### src/rtl/clint_ipi_dispatch.sv
// IPI dispatcher: writes msip[h] = set for every hart h selected in a mask, lowest index first.
// Define CLINT_IPI_READBACK_EN to read each msip back after the write and flag mismatches.

package clint_ipi_pkg;
  typedef struct packed {
    logic [47:0] addr;
    logic        write;
    logic [31:0] wdata;
    logic [3:0]  wstrb;
    logic        valid;
  } reg_req_t;

  typedef struct packed {
    logic [31:0] rdata;
    logic        error;
    logic        ready;
  } reg_rsp_t;
endpackage

module clint_ipi_dispatch #(
  parameter type reg_req_t = clint_ipi_pkg::reg_req_t,
  parameter type reg_rsp_t = clint_ipi_pkg::reg_rsp_t,
  parameter int unsigned NrHarts = 33,
  parameter int unsigned AddrWidth = 48,
  parameter logic [AddrWidth-1:0] ClintBase = '0,
  localparam int unsigned HartW = (NrHarts > 1) ? $clog2(NrHarts) : 1
) (
  input  logic               clk_i,
  input  logic               rst_ni,
  input  logic               req_valid_i,
  output logic               req_ready_o,
  input  logic [NrHarts-1:0] req_mask_i,
  input  logic               req_set_i,
  output logic               busy_o,
  output logic               done_o,
  output logic               err_o,
  output logic [HartW-1:0]   err_hart_o,
  output logic [1:0]         dbg_state_o,
  output reg_req_t           reg_req_o,
  input  reg_rsp_t           reg_rsp_i
);

  // Command side: req_valid_i/req_ready_o transfer on a cycle where both are high.
  // Bus side: reg_req_o.valid stays high with all fields frozen until reg_rsp_i.ready.
  typedef enum logic [1:0] {
    IDLE  = 2'd0,
    WRITE = 2'd1,
    DONE  = 2'd2
`ifdef CLINT_IPI_READBACK_EN
    , READ = 2'd3
`endif
  } state_e;

  state_e             state_q, state_d;
  logic [NrHarts-1:0] pending_q, pending_d;
  logic               set_q, set_d;
  logic               err_q, err_d;
  logic [HartW-1:0]   err_hart_q, err_hart_d;

  logic [HartW-1:0]   hart_idx;
  logic [NrHarts-1:0] hart_onehot;
  logic [NrHarts-1:0] pending_clr;
  logic               rsp_bad;

  // Lowest set bit wins: scanning downward lets the smallest index overwrite.
  always_comb begin
    hart_idx = '0;
    for (int i = NrHarts - 1; i >= 0; i--) begin
      if (pending_q[i]) hart_idx = HartW'(i);
    end
  end

  assign hart_onehot = NrHarts'(1) << hart_idx;
  assign pending_clr = pending_q & ~hart_onehot;
  assign dbg_state_o = state_q;
  assign err_hart_o  = err_hart_q;

`ifndef CLINT_IPI_READBACK_EN
  logic unused_rdata;
  assign unused_rdata = ^reg_rsp_i.rdata;
`endif

  always_comb begin
    state_d     = state_q;
    pending_d   = pending_q;
    set_d       = set_q;
    err_d       = err_q;
    err_hart_d  = err_hart_q;
    req_ready_o = 1'b0;
    busy_o      = 1'b1;
    done_o      = 1'b0;
    err_o       = 1'b0;
    rsp_bad     = 1'b0;
    reg_req_o   = '0;

    unique case (state_q)
      IDLE: begin
        req_ready_o = 1'b1;
        busy_o      = 1'b0;
        if (req_valid_i) begin
          pending_d = req_mask_i;
          set_d     = req_set_i;
          err_d     = 1'b0;
          state_d   = (|req_mask_i) ? WRITE : DONE;
        end
      end
      WRITE: begin
        reg_req_o.valid = 1'b1;
        reg_req_o.write = 1'b1;
        reg_req_o.addr  = ClintBase + (AddrWidth'(hart_idx) << 2);
        reg_req_o.wdata = {31'b0, set_q};
        reg_req_o.wstrb = 4'hF;
        if (reg_rsp_i.ready) begin
          rsp_bad = reg_rsp_i.error;
`ifdef CLINT_IPI_READBACK_EN
          // The pending bit is kept until the readback so hart_idx stays put.
          state_d = READ;
`else
          pending_d = pending_clr;
          state_d   = (|pending_clr) ? WRITE : DONE;
`endif
        end
      end
`ifdef CLINT_IPI_READBACK_EN
      READ: begin
        reg_req_o.valid = 1'b1;
        reg_req_o.write = 1'b0;
        reg_req_o.addr  = ClintBase + (AddrWidth'(hart_idx) << 2);
        if (reg_rsp_i.ready) begin
          rsp_bad   = reg_rsp_i.error || (reg_rsp_i.rdata[0] != set_q);
          pending_d = pending_clr;
          state_d   = (|pending_clr) ? WRITE : DONE;
        end
      end
`endif
      DONE: begin
        done_o  = 1'b1;
        err_o   = err_q;
        state_d = IDLE;
      end
      default: state_d = IDLE;
    endcase

    // Only the first failing hart is recorded; later failures just keep err_q set.
    if (rsp_bad && !err_q) begin
      err_d      = 1'b1;
      err_hart_d = hart_idx;
    end
  end

  always_ff @(posedge clk_i or negedge rst_ni) begin
    if (!rst_ni) begin
      state_q    <= IDLE;
      pending_q  <= '0;
      set_q      <= 1'b0;
      err_q      <= 1'b0;
      err_hart_q <= '0;
    end else begin
      state_q    <= state_d;
      pending_q  <= pending_d;
      set_q      <= set_d;
      err_q      <= err_d;
      err_hart_q <= err_hart_d;
    end
  end

endmodule
### config.mk
export PLATFORM = sky130hd
export DESIGN_NAME = clint_ipi_dispatch
export DESIGN_NICKNAME = d
export VERILOG_FILES = /design/src/rtl/clint_ipi_dispatch.sv
export SDC_FILE = /design/constraint.sdc
export NUM_CORES = 1
export LEC_CHECK = 0
export BUFFER_PORTS_ARGS = -buffer_cell sky130_fd_sc_hd__buf_2
export CAP_MARGIN = 0
export CORE_MARGIN = 2
export CORE_UTILIZATION = 43
export CTS_CLUSTER_SIZE = 12
export DETAILED_ROUTE_END_ITERATION = 10
export PLACE_DENSITY_LB_ADDON = 0.2
export SKIP_LAST_GASP = 1
export SYNTH_ARGS = -nofsm -noshare
export SYNTH_HDL_FRONTEND = slang
export SYNTH_SLANG_ARGS = --single-unit
### constraint.sdc
create_clock -name clk_i -period 2.5 [get_ports clk_i]
set_input_delay 0.5 -clock clk_i [delete_from_list [all_inputs] [get_ports clk_i]]
set_output_delay 0.5 -clock clk_i [all_outputs]
set_load 0.01 [all_outputs]
=== Word level (Yosys, flattened, before mapping) ===
Cells that the tools add are included.

* Bits of input ports: 71
* Output and inout port bits: 98
* Bits in registers: 43
* Bits in writable memories: 0
* Memories: 0
* Logic and storage cells: 75
* Memory bits (read-only): 0
* Latch bits: 0

* $add $sub $neg: 0
* Bitwise gates (word level): 2
* Shift operators: 1
* Multiplexer cells: 51
* Multiply operators: 0
* Magnitude comparators: 0
* Div/mod/pow operators: 0
* Reductions and logical operators: 12
* Equal/unequal tests: 4

{| class="wikitable"
|+ Operators with widths
! kind !! count
|-
| $mux W6 || 33
|-
| $mux W33 || 2
|-
| $pmux W33 S2 || 1
|-
| $reduce_or A33 Y1 || 2
|-
| $mux W46 || 1
|-
| $and A33 B33 Y33 || 1
|-
| $not A33 Y33 || 1
|-
| $shl A1 B6 Y33 const A || 1
|-
| $mux W1 || 9
|-
| $mux W2 || 4
|-
| $reduce_and A2 Y1 || 3
|-
| $reduce_bool A2 Y1 || 3
|-
| $ne A2 B2 Y1 const B || 2
|-
| $pmux W2 S2 || 1
|-
| $reduce_and A3 Y1 || 1
|-
| $eq A2 B1 Y1 const B || 1
|-
| $eq A2 B2 Y1 const B || 1
|-
| $logic_not A2 Y1 || 1
|-
| $logic_and A1 B1 Y1 || 1
|-
| $logic_not A1 Y1 || 1
|}

=== Depth between registers and ports, before layout ===
* Depth in word-level cells: 40
* Gate-level depth with buffers: 11
* Mapped depth without buffers: 9

=== Worst setup path before layout ===
Ideal clock, no wire load.

* Kind: reg2reg
* Start: register pending_q[24]
* End: register state_q[1] (netlist: dbg_state_o[1])
* Required time: 2434 ps
* Cell stages (with the launch flop): 11
* Buffers on the path: 1
* Setup time: 66 ps
* Clock period less this slack: 2756 ps
* Data arrival time: 2689 ps
* Path slack: -256 ps
* Path through: dfrtp_1 or4_1 o211ai_1 a31oi_1 nand2b_1 buf_6 nor3_2 a21boi_1 a2111o_1 nor4_2 a32o_2

* Word-level cells in the longest chain between the ends: 32

{| class="wikitable"
|+ Ends and longest elaborated chain
! element !! RTL line !! text
|-
| start: declaration || 55 || <nowiki>logic [NrHarts-1:0] pending_q, pending_d;</nowiki>
|-
| start signal: assignment || 160 || <nowiki>pending_q <= pending_d;</nowiki>
|-
| $mux W6 (25 in a row) || 69 || <nowiki>if (pending_q[i]) hart_idx = HartW'(i);</nowiki>
|-
| $shl A1 B6 Y33 || 73 || <nowiki>assign hart_onehot = NrHarts'(1) << hart_idx;</nowiki>
|-
| $not A33 Y33 || 74 || <nowiki>assign pending_clr = pending_q & ~hart_onehot;</nowiki>
|-
| $and A33 B33 Y33 * || 74 ||
|-
| $reduce_or A33 Y1 * || 120 || <nowiki>state_d = (|pending_clr) ? WRITE : DONE;</nowiki>
|-
| $mux W2 * || 120 ||
|-
| $mux W2 * || 113 || <nowiki>if (reg_rsp_i.ready) begin</nowiki>
|-
| $pmux W2 S2 * || 96 || <nowiki>unique case (state_q)</nowiki>
|-
| end signal: assignment || 159 || <nowiki>state_q <= state_d;</nowiki>
|-
| end: declaration || 54 || <nowiki>state_e state_q, state_d;</nowiki>
|}

Every way passes the cells marked *; elsewhere a longest branch is shown, timed or not. The select of a mux whose other input is x is not followed.
A chain may end at the register's enable or synchronous reset.

=== Final worst setup path ===
* Start: register pending_q[15]
* End: register state_q[1] (netlist: dbg_state_o[1])

* Word-level cells in the longest chain between the ends: 23

{| class="wikitable"
|+ Ends and longest elaborated chain
! element !! RTL line
|-
| $mux W6 (16 in a row) || 69
|-
| $shl A1 B6 Y33 || 73
|-
| $not A33 Y33 || 74
|-
| $and A33 B33 Y33 * || 74
|-
| $reduce_or A33 Y1 * || 120
|-
| $mux W2 * || 120
|-
| $mux W2 * || 113
|-
| $pmux W2 S2 * || 96
|}

Marked as above.

==> results by group <==
Timing
  • Pins Over Slew Limit: 0
  • Endpoints failing hold: 0
  • Setup total negative slack: -6.79 ns
  • Setup violators final: 28
  • Clock Skew: roughly 0.0075 ns
  • Worst Slack Setup Final: -0.609 ns
  • Fin crit share: 1.24
  • Fmax achieved: between 300 and 400 MHz
  • Worst slew margin: 0.322
  • Worst-margin pin slew: between 1 and 1.5 ns
  • Minimum clock period: between 3 and 4 ns
  • RSZ-0062 raised after global routing: yes

Power and ir drop
  • Leakage: 2.66 nW
  • P_int: ~6.1 mW
  • Total power after layout: ~12 mW
  • Psw: about 5.6 mW
  • Pwr dens: between 2000 and 2500 mW/mm²
  • Sw frac: 0.477
  • Combinational Power Share: 0.862
  • Sequential share of power: 0.093
  • Peak supply drop: 1020 µV
  • Clk network pwr share: 0.044

Routing
  • 1st-pass router iterations: 5
  • Vias per cell: roughly 5.5
  • Routed WL per cell: 19.0 µm
  • Total Routed Length: approximately 15 mm
  • Antenna-violating nets left: 0
  • Routed vias: 4376
  • # DRC: 0
  • DRT iter0 DRCs: roughly 380

Final layout
  • Commonest non-fill, non-tap cell in the layout: buf_4
  • Area Overhead vs Synth: 51.8%
  • Share of layout cells above drive strength 1: 0.444
  • Final Util: 0.674
  • Most frequent cells in the layout: buf_4 (139), conb_1 (73), buf_2 (63), nor2_1 (59), dfrtp_1 (40)
  • Nets: 766
  • # diodes: 0

Floorplan
  • Starting Density: 0.444
  • I/O pin cnt: 169
  • Die ar.: between 0.009 and 0.01 mm²
  • Die width: ~96 µm
  • Row count: 33
  • Core area: about 0.0083 mm²
  • Die height: 96.4 µm

CTS
  • Clock buffer depth: 2
  • CTS root buffer: clkbuf_8
  • CTS clk-pin slew, worst paths: about 0.09 ns
  • CTS sink count: 43
  • CTS tree: yes
  • Htree depth: 2
  • CTS buffer count: 5
  • Worst-skew pair later-pin latency: just over 0.3 ns

Global routing
  • Antenna violations before repair: 0
  • Global route overflow: 0
  • Vias in the first global route: 4046
  • First-pass GRT wire length: 22.4 mm
  • GRT Overall Usage: 0.329
  • Largest net degree at the start of global routing: 42

Critical path
  • Crit end category: register
  • Crit start category: register
  • Kind of critical path: register to register
  • Critical-path maximum fanout: 5
  • Slowest CP cell: or4_4
  • Most common cell on crit path: nand4_1
  • Worst EP required: ~2.8 ns
  • Crit-path cells: or3_4 -> or4_4 -> buf_6 -> o211ai_4 -> nand4_1 -> a222oi_1 -> nand4_1 -> nor4_4 -> a32o_2
  • CP max stage delay: approximately 0.54 ns
  • Crit path DAT: 3.36 ns

Placed design
  • DP Wirelength: 11.6 mm
  • IO Port Bufs: 63
  • Final GP Congestion: between 1 and 1.5

Synthesis
  • Mux share of post-synthesis cell area: 0.00307
  • Post-synthesis simple-gate area fraction: 0.246
  • Largest area contributor in the netlist: dfrtp_1
  • Top cell type's share of synthesized area: 0.293
  • Post-synthesis cell type count: 65
  • Number of synthesized register bits: 43
  • Largest family of logic cells by synthesized area: compound AO/OA/AOI/OAI gates
  • Most used DFF post-synth: dfrtp_1
  • Post-synth EDFFs: 0
  • Top cells by area, synth: dfrtp_1 (29%), buf_4 (16%), o21ai_0 (9.6%)
  • Synth Instances: 487
  • Adder-cell area share of the yosys netlist: 0.00273
  • Synth Area per Inst: 7.53 µm²
  • Xor-xnor portion of the synthesized cell area: 0
  • Post-synthesis compound-gate area fraction: 0.265
  • Sequential share of the synthesized area: 0.293
  • Yosys warning total: 0
  • Post-Syn Area: approximately 0.0037 mm²
  • Synth async-reset ratio: 1.00

Status
  • Status: finished with violations
  • Failing checks: negative setup slack

Min path
  • Min-Delay Path Class: input pin to register

Flow run
  • Max cap viols: 0
metrics by stage:
stage          instance area [µm²]  cells  hold slack [ns]  setup WS, ns
6_report                      5570    801            0.387        -0.609
5_1_grt                       5570    801            0.404        -0.668
3_3_place_gp                  4740    764            0.316        -0.748
4_1_cts                       5240    788            0.391        -0.564
2_1_floorplan                 3960    559            0.204        -0.161
3_5_place_dp                  4740    764            0.317        -0.628
flip-flops by register name, summed over array words and instances, names as in the netlist:
| name | count |
|---|---|
| set_q | 1 |
| err_hart_o | 6 |
| dbg_state_o | 2 |
| err_q | 1 |
| pending_q | 33 |
power groups by stage:
stage	Combinational, mW	Sequential, mW	Clock (mW)
after CTS	8.49	1.06	0.524
after global routing	10.6	1.10	0.558
after global placement	7.19	1.05	0
after floorplan	3.04	1.08	0
after detailed placement	7.06	1.06	0
final	10.1	1.08	0.518
final timing paths:
kind                                    start        endpoint  slack (ns)  cells past startpoint
worst max-delay path            pending_q[15]  dbg_state_o[1]       -0.61                      9
worst min-delay path                req_set_i           set_q        0.39                      3
worst max register to register  pending_q[15]  dbg_state_o[1]       -0.61                      9
worst min register to register          set_q           set_q        0.49                      2
max in group asynchronous              rst_ni   pending_q[13]        1.46                      3
min in group asynchronous              rst_ni    pending_q[5]        0.53                      2
layout make-up:
| type | count | area, µm² |
|---|---|---|
| fill | 747 | 2690 |
| multi-input combinational | 412 | 2610 |
| timing repair buffer | 224 | 1610 |
| sequential | 43 | 1080 |
| tap | 105 | 131 |
| clock buffer | 8 | 100 |
| inverter | 9 | 33.8 |
synthesized netlist by cell type, drive strengths merged, types with 2 or more instances:
master / n
o21bai: 2
nor2b: 4
a221oi: 3
o31a: 3
nand3: 4
and2: 6
buf: 80
or4: 5
nand2b: 5
nor4: 17
nor2: 71
a21boi: 3
o211a: 2
o31ai: 6
or2: 3
nand2: 34
a41oi: 2
o211ai: 6
nor3: 11
o21ai: 71
inv: 9
nand4: 9
a31oi: 8
a21oi: 28
or3: 9
dfrtp: 43
a21o: 3
a211o: 2
a211oi: 2
clkbuf: 15
o22ai: 2
metal layers:
| metal | GRT usage | vias up | part of all wire |
|---|---|---|---|
| met3 | 0.0399 | 32 | 0.063 |
| met1 | 0.448 | 2105 | 0.44 |
| li1 | - | 2041 | - |
| met5 | 0 | - | 0 |
| met4 | 0.103 | 0 | 0.029 |
| met2 | 0.542 | 198 | 0.47 |
what timing repair did:
item | in CTS | in global routing
endpoints found under the setup margin | 34 | 39
resized for setup | 71 | 73
endpoints found under the hold margin | 3 | 0
pin swaps | 18 | 39
buffers inserted | 15 | 20
hold buffers | 1 | 0
critical path, delay by kind of cell, from the launching register on:
family          cells  cell delay [ns]
simple gates        5             1.63
compound gates      3             0.82
flops               1             0.46
buf+inv             1             0.14
cells by family (layout without fill, tap and decap cells):
kind of cell | count (synthesis) | after routing
AOI/OAI and AO/OA | 156 | 156
muxes | 1 | 1
buffers and inverters | 104 | 241
adders and majority gates | 1 | 1
and+or+nand+nor | 181 | 181
other | 1 | 73
DFF | 43 | 43
Power figures use the tool's default switching activity.
